===== src/rtl/pc_fetch_pkg.sv =====
// Shared types and constants for the PC / instruction-fetch controller.
package pc_fetch_pkg;

  typedef enum logic [1:0] {
    IDLE  = 2'd0,
    FETCH = 2'd1,
    HOLD  = 2'd2,
    ERR   = 2'd3
  } state_e;

  localparam logic [31:0] INSTR_BYTES      = 32'd4;
  localparam logic [31:0] DEF_RESET_VECTOR = 32'h0000_0000;

endpackage


===== src/rtl/fetch_timeout_ctr.sv =====
// Fetch wait counter; flags the cycle a FETCH reaches its ack-less limit.
// Only built when FETCH_TIMEOUT_EN is defined.
`ifdef FETCH_TIMEOUT_EN
module fetch_timeout_ctr #(
  parameter int unsigned LIMIT = 15
) (
  input  logic clk,
  input  logic rst_n,
  input  logic clr_i,
  input  logic inc_i,
  output logic hit_o
);

  localparam logic [7:0] LAST = 8'(LIMIT - 1);

  logic [7:0] cnt_q, cnt_d;

  always_comb begin
    cnt_d = cnt_q;
    if (clr_i)      cnt_d = 8'd0;
    else if (inc_i) cnt_d = cnt_q + 8'd1;
  end

  always_ff @(posedge clk or negedge rst_n) begin
    if (!rst_n) cnt_q <= 8'd0;
    else        cnt_q <= cnt_d;
  end

  assign hit_o = inc_i && !clr_i && (cnt_q == LAST);

endmodule
`endif


===== src/rtl/pc_fetch_ctrl.sv =====
// PC holder and req/ack instruction fetcher with one-deep decode buffer.
// Optional ack timeout to ERR when FETCH_TIMEOUT_EN is defined.
module pc_fetch_ctrl
  import pc_fetch_pkg::*;
#(
  parameter logic [31:0] RESET_VECTOR   = DEF_RESET_VECTOR,
  parameter int unsigned TIMEOUT_CYCLES = 15
) (
  input  logic        clk,
  input  logic        rst_n,
  output logic [31:0] add_a,
  output logic [31:0] add_b,
  input  logic [31:0] add_s,
  output logic        imem_req,
  output logic [31:0] imem_addr,
  input  logic        imem_ack,
  input  logic [31:0] imem_rdata,
  output logic        instr_valid,
  output logic [31:0] instr,
  output logic [31:0] instr_pc,
  input  logic        instr_ready,
  input  logic        redirect,
  input  logic [31:0] redirect_pc,
  output logic        fetch_err
);

  state_e      state_q, state_d;
  logic [31:0] pc_q, pc_d;
  logic [31:0] instr_q, instr_d;
  logic [31:0] ipc_q, ipc_d;
  logic        live, redir_ok, redir_bad, tmo;

  assign live      = (state_q == FETCH) || (state_q == HOLD);
  assign redir_ok  = live && redirect && (redirect_pc[1:0] == 2'b00);
  assign redir_bad = live && redirect && (redirect_pc[1:0] != 2'b00);

`ifdef FETCH_TIMEOUT_EN
  fetch_timeout_ctr #(
    .LIMIT (TIMEOUT_CYCLES)
  ) u_tmo (
    .clk   (clk),
    .rst_n (rst_n),
    .clr_i ((state_q != FETCH) || redirect),
    .inc_i ((state_q == FETCH) && !imem_ack),
    .hit_o (tmo)
  );
`else
  logic unused_tmo_cfg;
  assign unused_tmo_cfg = |TIMEOUT_CYCLES;
  assign tmo = 1'b0;
`endif

  always_ff @(posedge clk or negedge rst_n) begin
    if (!rst_n) state_q <= IDLE;
    else        state_q <= state_d;
  end

  // Redirect outranks ack, ready and timeout
  always_comb begin
    state_d = state_q;
    unique case (state_q)
      IDLE:  state_d = FETCH;
      FETCH: begin
        if (redir_bad)     state_d = ERR;
        else if (redir_ok) state_d = FETCH;
        else if (imem_ack) state_d = HOLD;
        else if (tmo)      state_d = ERR;
      end
      HOLD: begin
        if (redir_bad)        state_d = ERR;
        else if (redir_ok)    state_d = FETCH;
        else if (instr_ready) state_d = FETCH;
      end
      ERR:   state_d = ERR;
      default: state_d = IDLE;
    endcase
  end

  always_comb begin
    imem_req    = 1'b0;
    instr_valid = 1'b0;
    fetch_err   = 1'b0;
    unique case (state_q)
      FETCH:   imem_req    = 1'b1;
      HOLD:    instr_valid = 1'b1;
      ERR:     fetch_err   = 1'b1;
      default: ;
    endcase
  end

  always_comb begin
    pc_d    = pc_q;
    instr_d = instr_q;
    ipc_d   = ipc_q;
    if (redir_ok) begin
      pc_d = redirect_pc;
    end else if (state_q == FETCH && imem_ack && !redir_bad) begin
      pc_d    = add_s;
      instr_d = imem_rdata;
      ipc_d   = pc_q;
    end
  end

  always_ff @(posedge clk or negedge rst_n) begin
    if (!rst_n) begin
      pc_q    <= RESET_VECTOR;
      instr_q <= 32'd0;
      ipc_q   <= 32'd0;
    end else begin
      pc_q    <= pc_d;
      instr_q <= instr_d;
      ipc_q   <= ipc_d;
    end
  end

  assign add_a     = pc_q;
  assign add_b     = INSTR_BYTES;
  assign imem_addr = pc_q;
  assign instr     = instr_q;
  assign instr_pc  = ipc_q;

endmodule


===== config.mk =====
export PLATFORM = sky130hd
export DESIGN_NAME = pc_fetch_ctrl
export DESIGN_NICKNAME = d
export VERILOG_FILES = /design/src/rtl/pc_fetch_pkg.sv /design/src/rtl/fetch_timeout_ctr.sv /design/src/rtl/pc_fetch_ctrl.sv
export SDC_FILE = /design/constraint.sdc
export NUM_CORES = 1
export LEC_CHECK = 0
export CAP_MARGIN = 0
export CORE_ASPECT_RATIO = 0.9
export CORE_MARGIN = 3
export CORE_UTILIZATION = 30
export CTS_BUF_LIST = sky130_fd_sc_hd__clkbuf_2 sky130_fd_sc_hd__clkbuf_4 sky130_fd_sc_hd__clkbuf_8
export CTS_CLUSTER_SIZE = 16
export DETAILED_ROUTE_END_ITERATION = 7
export PLACE_DENSITY_LB_ADDON = 0.12
export RECOVER_POWER = 50
export SKIP_LAST_GASP = 1
export SYNTH_ARGS = -nofsm -noshare
export SYNTH_HDL_FRONTEND = slang
export SYNTH_HIERARCHICAL = 1
export SYNTH_SLANG_ARGS = --single-unit
export TNS_END_PERCENT = 10

===== constraint.sdc =====
create_clock -name clk -period 1.9 [get_ports clk]
set_input_delay 0.19 -clock clk [delete_from_list [all_inputs] [get_ports clk]]
set_output_delay 0.19 -clock clk [all_outputs]
set_load 0.01 [all_outputs]

# [Word-level counts from Yosys, hierarchy flattened]
# Index checks and enable logic that the tools add are counted.
[word_totals] register_bits=98 elab_cells=35
[classes] eq_ne=5 mux=12 bitwise=1 reduce_logical=13
[ops] cell="$mux W32" count=2
[ops] cell="$mux W2" count=6
[ops] cell="$ne A4 B4 Y1 const B" count=2
[ops] cell="$pmux W2 S4" count=1
[ops] cell="$logic_and A1 B1 Y1" count=5
[ops] cell="$eq A2 B2 Y1 const B" count=2
[ops] cell="$logic_not A2 Y1" count=2
[ops] cell="$reduce_and A2 Y1" count=2
[ops] cell="$reduce_bool A2 Y1" count=2
[ops] cell="$mux W1" count=3
[ops] cell="$eq A2 B1 Y1 const B" count=1
[ops] cell="$logic_not A1 Y1" count=1
[ops] cell="$logic_or A1 B1 Y1" count=1
[ops] cell="$not A1 Y1" count=1

# [Depth between registers and ports, before layout]
# Gate-level depths: netlist (run 1).
[depth] depth_word=8 depth_mapped=8 mapped_depth_nobuf=5

# [Worst setup path after synthesis (run 1)]
# Ideal clock, no wire load.
[synth_timing] path_type="register to register" from="register state_q[0]" to="register pc_q[10], in the netlist add_a[10]" setup_ps=126 arrival_time_ps=1677 required_ps=1774 path_slack_ps=97 path_stages_with_launch=9 path_buffers=3 cell_sequence="dfrtp_1 inv_1 ha_1 nand2_1 and3_1 buf_6 buf_6 buf_6 a221o_1"
[synth_between] elab_chain_cells=7
[synth_lines] item="start: declaration" line_no="pc_fetch_ctrl.sv:27" rtl="state_e state_q, state_d;"
[synth_lines] item="start signal: assignment" line_no="pc_fetch_ctrl.sv:55" rtl="else state_q <= state_d;"
[synth_lines] item="$eq A2 B1 Y1 / $eq A2 B2 Y1 (equally long branches)" line_no="pc_fetch_ctrl.sv:33, pc_fetch_ctrl.sv:97"
[synth_lines] item="$logic_or A1 B1 Y1" line_no="pc_fetch_ctrl.sv:33" rtl="assign live = (state_q == FETCH) || (state_q == HOLD);"
[synth_lines] item="$logic_and A1 B1 Y1" line_no="pc_fetch_ctrl.sv:34, pc_fetch_ctrl.sv:35"
[synth_lines] item="$logic_and A1 B1 Y1" line_no="pc_fetch_ctrl.sv:35" rtl="assign redir_bad = live && redirect && (redirect_pc[1:0] != 2'b00);"
[synth_lines] item="$logic_not A1 Y1" line_no="pc_fetch_ctrl.sv:97" rtl="end else if (state_q == FETCH && imem_ack && !redir_bad) begin"
[synth_lines] item="$logic_and A1 B1 Y1" line_no="pc_fetch_ctrl.sv:97"
[synth_lines] item="$reduce_bool A2 Y1 (no line)"
[synth_lines] item="end signal: assignment" line_no="pc_fetch_ctrl.sv:110" rtl="pc_q <= pc_d;"
[synth_lines] item="end: declaration" line_no="pc_fetch_ctrl.sv:28" rtl="logic [31:0] pc_q, pc_d;"
# Parallel ways exist; a longest one is shown, timed or not.
# A chain may end at the register's enable or synchronous reset.

# [Final worst setup path (run 1)]
[layout_timing] from="register state_q[1]" to="register instr_q[1], in the netlist instr[1]"
[layout_between] elab_chain_cells=7
[layout_lines] item="$eq A2 B1 Y1 / $eq A2 B2 Y1 (equally long branches)" line_no="pc_fetch_ctrl.sv:33, pc_fetch_ctrl.sv:97"
[layout_lines] item="$logic_or A1 B1 Y1" line_no="pc_fetch_ctrl.sv:33"
[layout_lines] item="$logic_and A1 B1 Y1" line_no="pc_fetch_ctrl.sv:34, pc_fetch_ctrl.sv:35"
[layout_lines] item="$logic_and A1 B1 Y1" line_no="pc_fetch_ctrl.sv:35"
[layout_lines] item="$logic_not A1 Y1" line_no="pc_fetch_ctrl.sv:97"
[layout_lines] item="$logic_and A1 B1 Y1" line_no="pc_fetch_ctrl.sv:97"
[layout_lines] item="$reduce_and A2 Y1 (no line) (*)"
[layout_lines] item="end signal: assignment" line_no="pc_fetch_ctrl.sv:111" rtl="instr_q <= instr_d;"
[layout_lines] item="end: declaration" line_no="pc_fetch_ctrl.sv:29" rtl="logic [31:0] instr_q, instr_d;"
# Mark *: on every way between the ends. The rest lies on a longest branch, timed or not.

==> out/results.ini, run 1 <==
[run_status]
outcome=finished, final reports clean

[worst_setup_path]
r2r_slack_ns=0.05
r2r-start=state_q[1]
reg2reg_depth=6
crit_path_end_kind=flop
cp_data_required_time_ns=2.16
cpPeakStageDelay_ns=0.38
r2r_end=instr[1]
crit_slowest_cell=dfrtp_1
critical_path_arrival_ns=2.11
cp_max_fo=38
path_class=flop to flop
critPathLaunchType=flop
path_cells=inv_1 > ha_1 > nand2_2 > and3_4 > buf_12 > mux2_2
cp_num_buf_inv=2
cp_top_family=flip-flops

[min_path]
hold_depth=2
hold_end=add_a[18]
hold_start=add_s[18]
hold_class=input port to flop

[routing]
wirelength_um=11910
wl_per_cell_um=16.29
drtIter0Drc=109
remaining_drc_errors=0
final_antenna_net_count=0
viasPerCell=4.364
firstDrtPassIters=4
vias=3190

[die]
die_w_um=134.3
die_y_um=121.5
dieArea_um2=16310
rows=41
start_util=0.3115
num_io_pins=264
core_um2=14260

[logic_synthesis]
ys_seq_area_frac=0.5520
yosysMostFrequentCell=dfrtp_1
async_reset_ff_frac=1.000
synth_area_um2=4443
yosys-top-cells-area=dfrtp_1, mux2_2, buf_4
postSynthAreaPerCell_um2=13.59
synth_edf_count=0
netlist_top_cells_count=dfrtp_1, buf_4, mux2_2
yosysTopAreaCell=dfrtp_1
ys_types=22
syn_inst=327
ys.flop_type=dfrtp_1
yosys_warnings=6
synth_top_area_share=0.5520
ys_seq_elements=98

[sta]
setup_violations=0
finalWorstSetupSlack_ns=0.04629
finClkSkew_ns=0.007428
fmaxAchievable_ghz=0.5395
finalCriticalPeriod_ns=1.854
final-hold-violation-count=0
slew_viol_final=0
worst_pin_slew_ns=1.332
rsz0062_at_grt=yes
relSlewSlack=0.1122
finalCritPeriodShare=0.9756

[clocking]
htree_levels=3
clk_pin_slew_ns=0.09
cts_made_buffers=9
cts_setup_buffers=0
root_buffer=clkbuf_8
clockBufferDepth=2
cts_tree=done
clock_sinks=98
clk_latency_ns=0.37

[grt]
grt.overflow.total=0
antenna_found_initial=0
grt_pass1_vias=3352
grt_max_degree=99
grt_usage=0.1457
grt_pass1_wl_um=18490

[run]
cap_viol_max_count=0

[layout]
final_cells=731
area_delta_synth_final_pct=55.82
fin_nets=638
final_layout_size_suffix_gt1_frac=0.1840
n_antenna_cell=0

[placement]
pre_cts_ws_ns=-0.006042
dpl.hpwl_um=8801
gp_congestion=0.7103
port_buffers=231
dp_cells=714

[pwr]
ir_drop_mv=0.7080
power_density_nw_per_um2=1602
power.static_leakage_nw=2.979

## how the worst max path moves through the flow
stage | start | cells after the start | slack (ns) | endpoint
final | state_q[1] | 6 | 0.05 | instr[1]
after global routing | state_q[1] | 6 | -0.05 | instr_pc[22]
after CTS | state_q[0] | 4 | -0.08 | instr_valid
after detailed placement | state_q[1] | 6 | -0.006 | instr[19]
after global placement | state_q[1] | 6 | 0.05 | instr[10]
after floorplan | state_q[0] | 8 | 0.1 | add_a[10]
## power by group
| group | internal, W | switching, W | total (W) |
|---|---|---|---|
| Combinational | 0.00363 | 0.00224 | 0.00586 |
| Sequential | 0.00311 | 0.000676 | 0.00379 |
| Clock | 0.000734 | 0.000710 | 0.00144 |
## sequential cells by signal (all words and copies together), names as in the netlist
name	flops
add_a	32
instr_pc	32
state_q	2
instr	32
## metal layers
metal  vias up  GRT usage  wire length (um)
met1      1561     0.1726              4696
met3         8    0.06302              1137
met2       150     0.2443              5937
li1       1471          -                 -
met4         0    0.03626               136
met5         -          0                 0
## cells in the final DEF (no fill, tap or decap), types with 2 or more instances in the layout
| cell type | netlist | final |
|---|---|---|
| clkdlybuf4s50_1 | 0 | 199 |
| dfrtp_1 | 98 | 98 |
| mux2_2 | 64 | 64 |
| conb_1 | 2 | 32 |
| and2_1 | 30 | 30 |
| a221o_1 | 30 | 30 |
| dlygate4sd3_1 | 0 | 30 |
| clkbuf_8 | 0 | 12 |
| buf_4 | 64 | 8 |
| ha_1 | 4 | 4 |
| buf_12 | 0 | 4 |
| inv_1 | 3 | 3 |
| clkbuf_4 | 0 | 3 |
| a22o_1 | 2 | 2 |
| nor2b_1 | 2 | 2 |
| mux2i_1 | 2 | 2 |
## per-stage QoR
stage            util   TNS [ns]  hold slack [ns]  cell area (um^2)  power [W]
2_1_floorplan       -          0          -0.1056              4556   0.006780
3_3_place_gp   0.4695          0           0.2987              6695   0.009826
3_5_place_dp   0.4695  -0.008769           0.2905              6695   0.009914
4_1_cts        0.4854    -0.1423           0.3885              6923    0.01142
5_1_grt        0.4854     -1.312           0.4000              6923    0.01181
6_report       0.4854          0           0.4219              6923    0.01109
## logic make-up after synthesis
logic type,after synthesis,share of synthesized area
buffers and inverters,84,0.1374
AO/OA/AOI/OAI,36,0.07801
AND/OR/NAND/NOR,37,0.05294
flip-flops,98,0.5520
other,2,0.001690
adder cells (fa/ha/maj),4,0.01126
multiplexers,66,0.1667
## what timing repair did
action,4_1_cts,5_1_grt
resized for setup,1,4
endpoints found under the hold margin,98,0
hold buffers,1,0
endpoints found under the setup margin,11,66
## area by class of cell
cell class                 count  area (um^2)
clock buffer                  13        172.7
clock inverter                 3        46.29
fill                        1316         7338
inverter                       3        11.26
multi-input combinational    175         1515
sequential                    98         2452
tap                          193        241.5
timing repair buffer         246         2484
Power figures use the tool's default switching activity.
==> inputs of run 2 (changes only) <==
--- a/config.mk
+++ b/config.mk
@@ -6,8 +6,7 @@
 export NUM_CORES = 1
 export LEC_CHECK = 0
 export CAP_MARGIN = 0
-export CORE_ASPECT_RATIO = 0.9
-export CORE_MARGIN = 3
+export CORE_MARGIN = 5
 export CORE_UTILIZATION = 30
 export CTS_BUF_LIST = sky130_fd_sc_hd__clkbuf_2 sky130_fd_sc_hd__clkbuf_4 sky130_fd_sc_hd__clkbuf_8
 export CTS_CLUSTER_SIZE = 16
==> run 2 against run 1 <==
  * Non-clock buffer count rose by 10
  * Combinational power rose by 2%
  * Maximum frequency rose by 1.5%
  * Largest power group unchanged
==> out/results.ini, run 2 (synthesis results as in run 1) <==
[clocking]
cts_made_buffers=9
root_buffer=clkbuf_8
clock_sinks=98
clockBufferDepth=2
htree_levels=3
clk_pin_slew_ns=0.09
clk_latency_ns=0.37
cts_tree=done

[layout]
layout_commonest_cell=clkdlybuf4s50_1
fillers=1365
final_cell_mix=clkdlybuf4s50_1, dfrtp_1, dlygate4sd3_1
final_util=0.4845
finalInstanceArea_um2=7042
n_antenna_cell=0
final_cells=733
final_layout_size_suffix_gt1_frac=0.2058
fin_nets=649
multiInputGateArea_um2=1538
regArea_um2=2452
area_delta_synth_final_pct=58.49

[grt]
grt_max_degree=42
grt_pass1_wl_um=19580
antenna_found_initial=0
grt_pass1_vias=3534
grt.overflow.total=0
grt_usage=0.1390

[sta]
finalCriticalPeriod_ns=1.825
relSlewSlack=0.4070
worst_pin_slew_ns=0.8895
fin_tns_setup_ns=0
setup_violations=0
finalCritPeriodShare=0.9608
final-hold-violation-count=0
slew_viol_final=0
finClkSkew_ns=0.006779
rsz0062_at_grt=no
fmaxAchievable_ghz=0.5478

[worst_setup_path]
cpPeakStageDelay_ns=0.41
cp_max_fo=13
critical_path_arrival_ns=2.08
critPathLaunchType=flop
path_cells=inv_2 > ha_4 > nand2_2 > and3_4 > buf_12 > clkbuf_16 > a221o_1
crit_path_end_kind=flop
crit_slowest_cell=dfrtp_1
cp_data_required_time_ns=2.15
path_class=flop to flop

[routing]
firstDrtPassIters=4
remaining_drc_errors=0
drtIter0Drc=90
final_antenna_net_count=0
vias=3276
wirelength_um=12560
viasPerCell=4.469
wl_per_cell_um=17.13

[pwr]
power.static_leakage_nw=3.077
power_density_nw_per_um2=1580
ir_drop_mv=0.6312
totalPowerFinal_w=0.01113

[die]
dieArea_um2=17340
core_um2=14530
rows=44
num_io_pins=264
die_y_um=131.7
die_w_um=131.7
start_util=0.3057

[run]
cap_viol_max_count=0

[run_status]
outcome=finished, final reports clean

[placement]
port_buffers=231
gp_congestion=0.7322
dp_cells=708
placed_area_um2=6706
dpl.hpwl_um=9392

[min_path]
hold_class=input port to flop

-- run 2: cell types whose count changed in the layout (fill, tap and decap cells not counted), moves of 3 or more --
cell	before	now
clkbuf_4	3	0
buf_4	8	14
buf_12	4	7
dlygate4sd3_1	30	66
clkdlybuf4s50_1	199	162
clkinv_2	0	3
clkbuf_8	12	9
-- run 2: final cells by class --
type	instances	share of cell area
clock buffers	9	0.01759
clock inverters	7	0.009773
inverters	3	0.001599
multi-input cells	176	0.2184
flip-flops and latches	98	0.3483
well taps	184	0.03269
repair buffers	256	0.3717
-- run 2: final timing paths --
path	start	to	slack, ns	cells past startpoint
setup / recovery	state_q[1]	add_a[24]	0.07	7
hold / removal	add_s[8]	add_a[8]	0.42	2
max in group asynchronous	rst_n	instr[25]	0.36	3
min in group asynchronous	rst_n	instr[8]	0.48	2
hold reg to reg	instr_pc[13]	instr_pc[13]	0.51	1
setup reg to reg	state_q[1]	add_a[24]	0.07	7
-- run 2: stage by stage --
step	setup slack, ns	hold slack [ns]
finish	0.07455	0.4248
global placement	0.01651	0.1743
floorplan	0.09720	-0.1056
detailed placement	-0.05009	0.1737
CTS	-0.01726	0.3106
global route	0.03072	0.4142
-- run 2: where the power goes --
part | leakage (nW) | internal [W] | total [W] | switching [W]
registers | 1.20 | 0.00311 | 0.00380 | 0.000695
clock network | 0.0954 | 0.000606 | 0.00134 | 0.000733
logic | 1.78 | 0.00368 | 0.00599 | 0.00231
total | 3.08 | 0.00739 | 0.0111 | 0.00374
-- run 2: what timing repair did --
action                                  4_1_cts  5_1_grt
endpoints found under the hold margin        34        0
pin swaps                                     1        0
gates cloned                                  1        2
endpoints found under the setup margin       53       68
resized for setup                             2        5
hold buffers                                  1        0
setup buffers                                 3        2
-- run 2: routing by layer --
| metal | GRT usage | wire [um] |
|---|---|---|
| met1 | 0.1784 | 5435 |
| met5 | 0 | 0 |
| met3 | 0.05772 | 1203 |
| met2 | 0.2116 | 5700 |
| met4 | 0.04914 | 216 |
-- run 2: worst max-delay path: cells and delay by family (launching register included) --
family	cells	cell delay, ns
AOI/OAI and AO/OA	1	0.37
and+or+nand+nor	2	0.26
DFF	1	0.41
buffers and inverters	3	0.39
adders and majority gates	1	0.28
==> inputs of run 3 (changes only) <==
==> constraint.sdc (replaced) <==
create_clock -name clk -period 1.97 [get_ports clk]
set_input_delay 0.197 -clock clk [delete_from_list [all_inputs] [get_ports clk]]
set_output_delay 0.197 -clock clk [all_outputs]
set_load 0.01 [all_outputs]
==> run 3 against run 2 <==
  * Global-route usage grew 0.13 points
  * Die area is the same
  * First-iteration DRC count is the same
  * Cell count shrank 0.68%
  * Clock power grew 16%
  * Clock skew grew 0.0014 ns
  * Sequential share of layout area is essentially flat
  * Non-clock buffer count shrank 4
  * Maximum frequency shrank 5.0%
  * Combinational power shrank 3.5%
  * Setup slack lost 0.027 ns
==> out/results.ini, run 3 (synthesis results as in run 1) <==
[clocking]
clock_sinks=98
cts_tree=done
clk_latency_ns=0.37
clockBufferDepth=2
htree_levels=3
root_buffer=clkbuf_8
clk_pin_slew_ns=0.10
cts_made_buffers=9

[sta]
finalCritPeriodShare=0.9757
fmaxAchievable_ghz=0.5203
worst_pin_slew_ns=0.9872
relSlewSlack=0.3418
rsz0062_at_grt=yes
slew_viol_final=0
finClkSkew_ns=0.008144
final-hold-violation-count=0
setup_violations=0
finalCriticalPeriod_ns=1.922

[grt]
grt_max_degree=40
grt_usage=0.1404
grt.overflow.total=0
antenna_found_initial=0
grt_pass1_vias=3572
grt_pass1_wl_um=19640

[worst_setup_path]
crit_top_cell=buf_12
path_cells=inv_1 > ha_1 > nand2_1 > and3_4 > buf_12 > buf_12 > mux2_2
crit_path_end_kind=flop
critical_path_arrival_ns=2.19
critPathLaunchType=flop
cp_data_required_time_ns=2.23
r2r_slack_ns=0.05
crit_slowest_cell=dfrtp_1
cp_max_fo=23
path_class=flop to flop
cpPeakStageDelay_ns=0.40
reg2reg_depth=7

[routing]
final_antenna_net_count=0
wl_per_cell_um=17.33
vias=3221
remaining_drc_errors=0
viasPerCell=4.424
wirelength_um=12610
firstDrtPassIters=4
drtIter0Drc=90

[min_path]
hold_depth=2
hold_class=input port to flop

[run]
cap_viol_max_count=0

[run_status]
outcome=finished, final reports clean

[placement]
dpl.hpwl_um=9379
gp_congestion=0.7258
dp_cells=704
port_buffers=231

[pwr]
ir_drop_mv=0.6647
totalPowerFinal_w=0.01102
power.static_leakage_nw=3.023
power_density_nw_per_um2=1567

[layout]
area_delta_synth_final_pct=58.29
n_antenna_cell=0
final_layout_size_suffix_gt1_frac=0.1930
layout_commonest_cell=clkdlybuf4s50_1
fin_nets=645
final_cells=728
final_cell_mix=clkdlybuf4s50_1, dfrtp_1, mux2_2

[die]
num_io_pins=264
core_um2=14530
die_y_um=131.7
start_util=0.3057
dieArea_um2=17340
rows=44
die_w_um=131.7

==> run 3: cell types whose count changed in the layout (fill, tap and decap cells not counted), sizes merged <==
| cell | change |
|---|---|
| bufinv | +2 |
| dlygate4sd3 | -29 |
| dlymetal6s2s | -1 |
| dlygate4sd2 | -1 |
| clkinvlp | -1 |
| clkbuf | +1 |
| clkdlybuf4s50 | +31 |
| buf | -5 |
| clkinv | -2 |
==> run 3: where the power goes <==
part | switching, W | internal [W] | total (W)
registers | 0.000686 | 0.00300 | 0.00368
clock network | 0.000713 | 0.000843 | 0.00156
logic | 0.00219 | 0.00359 | 0.00578
==> run 3: path summary, 6_finish.rpt <==
path / startpoint / end
setup / recovery: state_q[0] / instr[16]
hold / removal: add_s[29] / add_a[29]
setup reg to reg: state_q[0] / instr[16]
hold reg to reg: instr[29] / instr[29]
max in group asynchronous: rst_n / instr_pc[29]
min in group asynchronous: rst_n / instr[10]
==> run 3: repair_timing <==
item | CTS | global route
endpoints found under the hold margin | 36 | 0
cloned | 0 | 3
setup buffers | 0 | 5
resized for setup | 1 | 2
endpoints found under the setup margin | 1 | 59
pin swaps | 0 | 0
hold buffers | 1 | 0
==> run 3: cell type report <==
| type | count | area [um^2] |
|---|---|---|
| flip-flops and latches | 98 | 2452 |
| inverters | 3 | 11.26 |
| clock inverters | 6 | 115.1 |
| fillers | 1331 | 7501 |
| clock buffers | 9 | 123.9 |
| repair buffers | 252 | 2577 |
| multi-input cells | 176 | 1523 |
| well taps | 184 | 230.2 |
==> run 3: routing by layer <==
| layer | GRT usage | share of wire | vias to the layer above |
|---|---|---|---|
| li1 | - | - | 1498 |
| met1 | 0.1766 | 0.44 | 1552 |
| met2 | 0.2190 | 0.45 | 164 |
| met3 | 0.06995 | 0.099 | 7 |
| met4 | 0.02971 | 0.0070 | 0 |
| met5 | 0 | 0 | - |
==> run 3: worst max-delay path: cells and delay by family, from the launching register on <==
family / cells / cell delay, ns
AND/OR/NAND/NOR: 2 / 0.33
flip-flops: 1 / 0.40
multiplexers: 1 / 0.35
adder cells (fa/ha/maj): 1 / 0.34
buffers and inverters: 3 / 0.37
==> run 3: through the flow <==
stage / util / hold slack, ns / setup slack (ns) / area (um^2) / setup TNS, ns
2_1_floorplan: - / -0.09859 / 0.1672 / 4556 / 0
3_3_place_gp: 0.4594 / 0.2038 / 0.08573 / 6676 / 0
3_5_place_dp: 0.4594 / 0.2047 / 0.03010 / 6676 / 0
4_1_cts: 0.4764 / 0.3236 / 0.01123 / 6924 / 0
5_1_grt: 0.4839 / 0.4054 / -0.02588 / 7033 / -0.6504
6_report: 0.4839 / 0.4281 / 0.04786 / 7033 / 0
